### src/rtl/input_conditioner.sv
// input_conditioner: two independent synchronise-and-debounce channels (I, S) with change strobes.
module input_conditioner #(
  parameter int unsigned DEBOUNCE_CYCLES = 4
) (
  input  logic inputClk,
  input  logic inputReset,
  input  logic rawI,
  input  logic rawS,
  output logic outputI,
  output logic outputS,
  output logic pulseI,
  output logic pulseS
);
  localparam logic [7:0] LAST = 8'(DEBOUNCE_CYCLES - 1);
  logic [1:0] raw_w, out_w, pulse_w;
  assign raw_w = {rawS, rawI};
  for (genvar c = 0; c < 2; c++) begin : g_ch
    logic       sync1_q, sync2_q, out_q, out_d, pulse_q, pulse_d;
    logic [7:0] cnt_q, cnt_d;
    logic       differ, done;
    // a differing edge either advances the count or, on the last one, commits the new level
    always_comb begin
      differ  = sync2_q != out_q;
      done    = differ && cnt_q >= LAST;
      cnt_d   = (differ && !done) ? cnt_q + 8'd1 : 8'd0;
      out_d   = done ? sync2_q : out_q;
      pulse_d = done;
    end
    always_ff @(posedge inputClk) begin
      if (inputReset) begin
        sync1_q <= 1'b0;
        sync2_q <= 1'b0;
        cnt_q   <= 8'd0;
        out_q   <= 1'b0;
        pulse_q <= 1'b0;
      end else begin
        sync1_q <= raw_w[c];
        sync2_q <= sync1_q;
        cnt_q   <= cnt_d;
        out_q   <= out_d;
        pulse_q <= pulse_d;
      end
    end
    assign out_w[c]   = out_q;
    assign pulse_w[c] = pulse_q;
  end
  assign outputI = out_w[0];
  assign outputS = out_w[1];
  assign pulseI  = pulse_w[0];
  assign pulseS  = pulse_w[1];
endmodule
### config.mk
export PLATFORM = sky130hd
export DESIGN_NAME = input_conditioner
export DESIGN_NICKNAME = d
export VERILOG_FILES = /design/src/rtl/input_conditioner.sv
export SDC_FILE = /design/constraint.sdc
export NUM_CORES = 1
export LEC_CHECK = 0
export BUFFER_PORTS_ARGS = -buffer_cell sky130_fd_sc_hd__buf_4
export CORE_MARGIN = 5
export CORE_UTILIZATION = 40
export CTS_CLUSTER_DIAMETER = 60
export DETAILED_ROUTE_END_ITERATION = 16
export PLACE_DENSITY = 0.64
export SLEW_MARGIN = 10
export SYNTH_ARGS = -nofsm -noshare
export SYNTH_HDL_FRONTEND = slang
export SYNTH_SLANG_ARGS = --single-unit
export TNS_END_PERCENT = 30
### constraint.sdc
create_clock -name inputClk -period 4.1 [get_ports inputClk]
set_input_delay 0.41 -clock inputClk [delete_from_list [all_inputs] [get_ports inputClk]]
set_output_delay 0.41 -clock inputClk [all_outputs]
set_load 0.01 [all_outputs]
# == Word-level counts from Yosys, hierarchy flattened ==
# Index checks and enable logic that the tools add are counted.
# totals
reg_bits,24
out_inout_bits,4
# op_classes
eq_ne,2
bitwise_logic,2
n_lt_le_gt_ge,2
n_reduce_logical,8
addsub,2
# op_table
cell,count
8-bit by 1-bit adder with 8-bit output (second input constant),2
8-bit by 2-bit greater-or-equal comparator with 1-bit output (second input constant),2
1-bit logical AND,4
2-bit OR reduction,2
1-bit zero test,2
1-bit inequality test,2
1-bit NOT,2

# == Longest topological paths before layout ==
# logic_depth
ltp_word,6
mapped_depth,4
mapped_depth_nobuf,4

# == Worst setup path after synthesis ==
# No wires, ideal clock.
# synth_timing
path_kind,input -> register
from,input port g_ch[1].cnt_q[0]
to,register g_ch[1].cnt_q[1]
cell_stages,5
setup_ns,0.061
required_ns,4.039
path_buffers,0
setup_slack_ns,2.733
arrival_ns,1.306
cell_sequence,dfxtp_1 ha_1 or4_4 nor4_4 and4b_1
# synth_via
elab_chain_cells,6
word_cells_on_any_way,7
# synth_rtl
element,line_no,source
from (decl),19,"logic [7:0] cnt_q, cnt_d;"
8-bit by 2-bit greater-or-equal comparator with 1-bit output,24,done = differ && cnt_q >= LAST;
1-bit logical AND,24,
1-bit zero test,25,cnt_d = (differ && !done) ? cnt_q + 8'd1 : 8'd0;
1-bit logical AND,25,
1-bit NOT (no source line),n/a,
2-bit OR reduction (no source line),n/a,
# Several ways; a longest one is shown, not always the timed one.
# A chain may end at the register's enable or synchronous reset.

# == Worst setup path in the final report ==
# layout_timing
from,input port g_ch[1].cnt_q[0]
to,register g_ch[1].out_q (netlist: outputS)
# layout_via
elab_chain_cells,2
# layout_rtl
element,line_no,source
8-bit by 2-bit greater-or-equal comparator with 1-bit output,24,
1-bit logical AND,24,
to (signal assigned),40,out_q <= out_d;
to (decl),18,"logic sync1_q, sync2_q, out_q, out_d, pulse_q, pulse_d;"
# Every way passes these cells.

==> run metrics <==
number of vias in the routed layout=365; initial antenna violation count=0; clock sink count=24; starting density of the core=42.3%; number of gates given a new drive strength after cts=0; ordered list of cells on the worst path=ha_1 > or4_4 > nor4_4 > mux2i_1; horizontal extent of the die=52.7 um; P per Cell Area=406 nW/um^2; number of DRC markers in iteration 0=3; Clock Skew=0.00642 ns; Hold Crit Class=in2reg; die outline area=2780 um^2; leading cell types in the layout, fill and taps excluded=sky130_fd_sc_hd__dfxtp_1 (24), sky130_fd_sc_hd__conb_1 (12), sky130_fd_sc_hd__buf_4 (7); path type of the worst setup path=reg2reg; Sw Ratio=19.7%; maximum frequency from static timing analysis=0.680 GHz; aggregate routed wire length=789 um; wire length of the first global-routing pass=1440 um; clock latency at the later pin of the worst-skew pair=0.30 ns; Post-Synthesis Cell Area=731 um^2; proportion of layout cells with a drive suffix above 1=22.2%; Clock transition at path regs=0.11 ns; most common cell after layout, fill and taps aside=sky130_fd_sc_hd__dfxtp_1; TritonCTS clock tree=yes; mean routed wirelength per cell=8.13 um; relative contribution of combinational cells to total power=4.0%; portion of total power attributed to sequential cells=69.6%; Die H=52.7 um; DRC violation count after routing=0; number of nets in the layout=80; RSZ-0062 raised after global routing=false; final critical-path share of the clock period=35.9%; leak pwr=0.379 nW; flop and latch count out of synthesis=24; outcome=finished clean; Yosys warnings=0; via count of the first global-routing pass=334; Final Wtd Congestion=0.649; register area share after synthesis=65.8%; final critical path time including I/O delays and setup=1.47 ns; count of cell types in the netlist=13; post-CTS repair timing setup buffer count=0; proportion of power drawn by the clock network=26.4%; worst hold slack across all endpoints=0.325 ns; root cell of the clock tree=sky130_fd_sc_hd__clkbuf_4; clock tree buffer depth=2; post-synthesis area per instance=14.1 um^2; drt pass-1 iters=2; number of pins with negative max-slew slack in the final report=0; required time at the endpoint of the critical path=4.33 ns; residual overflow from global routing=0; worst-path cell with the longest stage delay=sky130_fd_sc_hd__or4_4; Max-Cap Viols=0; Core Footprint=1730 um^2; kind of end point of the critical path=flop; delay of the slowest cell on the worst path=0.42 ns; Arr. time, crit path=1.70 ns; Setup Total Neg Slack=0 ns; largest net degree at the start of global routing=13; fill cell instance count of the final layout=163; Cells after Synth=52; antenna diode count=0; Vias/cell=3.76; IO Port Bufs=7; count of hold buffers inserted by post-cts repair=0; largest driver fanout on the critical path=4; Row Count=15; area overhead of the layout relative to synthesis=19.7%; kind of start point of the critical path=flop; DRT antenna net count=0; Setup-failing EPs final=0; Max H-tree Level=1; Top Ports=8; net switching power=69.8 uW; number of clock buffers inserted by TritonCTS=3; cell-internal power=285 uW; Peak VDD IR=0.000185 V; final-report hold violation count=0; overall fraction of global-route tracks in use=7.87%
flip-flops by register name, summed over array words and instances, names as in the netlist:
name and cells:
g_ch.cnt_q 16, g_ch.sync1_q 2, g_ch.sync2_q 2, outputI 1
outputS 1, pulseI 1, pulseS 1
cell usage after synthesis, drive strengths merged:
master  count  share of area, %
dfxtp      24                66
nand2b      6               5.1
nor2b       4               3.4
and4b       2               2.7
ha          2               3.4
mux2i       2               2.7
nor2        2               1.0
nor3b       2               3.4
nor4        2               5.8
or4         2               3.1
xor2        2               2.4
clkbuf      1              0.51
conb        1              0.51
worst max-delay path, delay by kind of cell (launching register included):
family | cells | cell delay [ns]
simple gates | 2 | 0.63
fa+ha+maj | 1 | 0.19
mux | 1 | 0.23
flops | 1 | 0.35
stage by stage:
step	total power [mW]	instance area [um^2]	std cells	util, %	setup slack, ns
final	0.355	875	97	50.7	2.63
after global routing	0.373	875	97	50.7	2.55
after CTS	0.361	875	97	50.7	2.63
after detailed placement	0.267	852	94	49.3	2.66
after global placement	0.266	852	94	49.3	2.68
after floorplan	0.261	772	63	-	2.73
logic make-up (layout without fill, tap and decap cells):
| family | after synthesis | count (layout) | synth area share [%] |
|---|---|---|---|
| and+or+nand+nor | 20 | 20 | 24.7 |
| muxes | 2 | 2 | 2.74 |
| DFF | 24 | 24 | 65.8 |
| other | 1 | 12 | 0.513 |
| adders and majority gates | 2 | 2 | 3.42 |
| xor gates and xnor gates | 2 | 2 | 2.40 |
| buffers and inverters | 1 | 10 | 0.513 |
final cells by class:
| cell class | instances | area [um^2] | area share (%) |
|---|---|---|---|
| flip-flops and latches | 24 | 480 | 54.9 |
| multi-input cells | 38 | 288 | 32.9 |
| repair buffers | 7 | 52.6 | 6.01 |
| well taps | 25 | 31.3 | 3.58 |
| clock buffers | 3 | 22.5 | 2.58 |
routing by layer:
metal	GRT usage (%)	wire (um)
met4	6.38	23
met1	8.84	399
met3	5.41	59
met2	9.92	307
met5	0	0
final timing paths:
path                                       start         endpoint  slack [ns]  cells past startpoint
worst min-delay path                        rawI  g_ch[0].sync1_q        0.32                      2
worst max register to register  g_ch[1].cnt_q[0]          outputS        2.63                      4
worst min register to register   g_ch[0].sync1_q  g_ch[0].sync2_q        0.45                      1
worst max-delay path            g_ch[1].cnt_q[0]          outputS        2.63                      4
power by group through the flow:
| stage | combinational [mW] | sequential (mW) | clock, mW |
|---|---|---|---|
| 6_report | 0.0140 | 0.247 | 0.0936 |
| 4_1_cts | 0.0142 | 0.247 | 0.0991 |
| 3_3_place_gp | 0.0139 | 0.253 | 0 |
| 3_5_place_dp | 0.0141 | 0.253 | 0 |
| 5_1_grt | 0.0160 | 0.248 | 0.108 |
| 2_1_floorplan | 0.00836 | 0.252 | 0 |
Note: power is estimated with default switching activity, not from simulation.
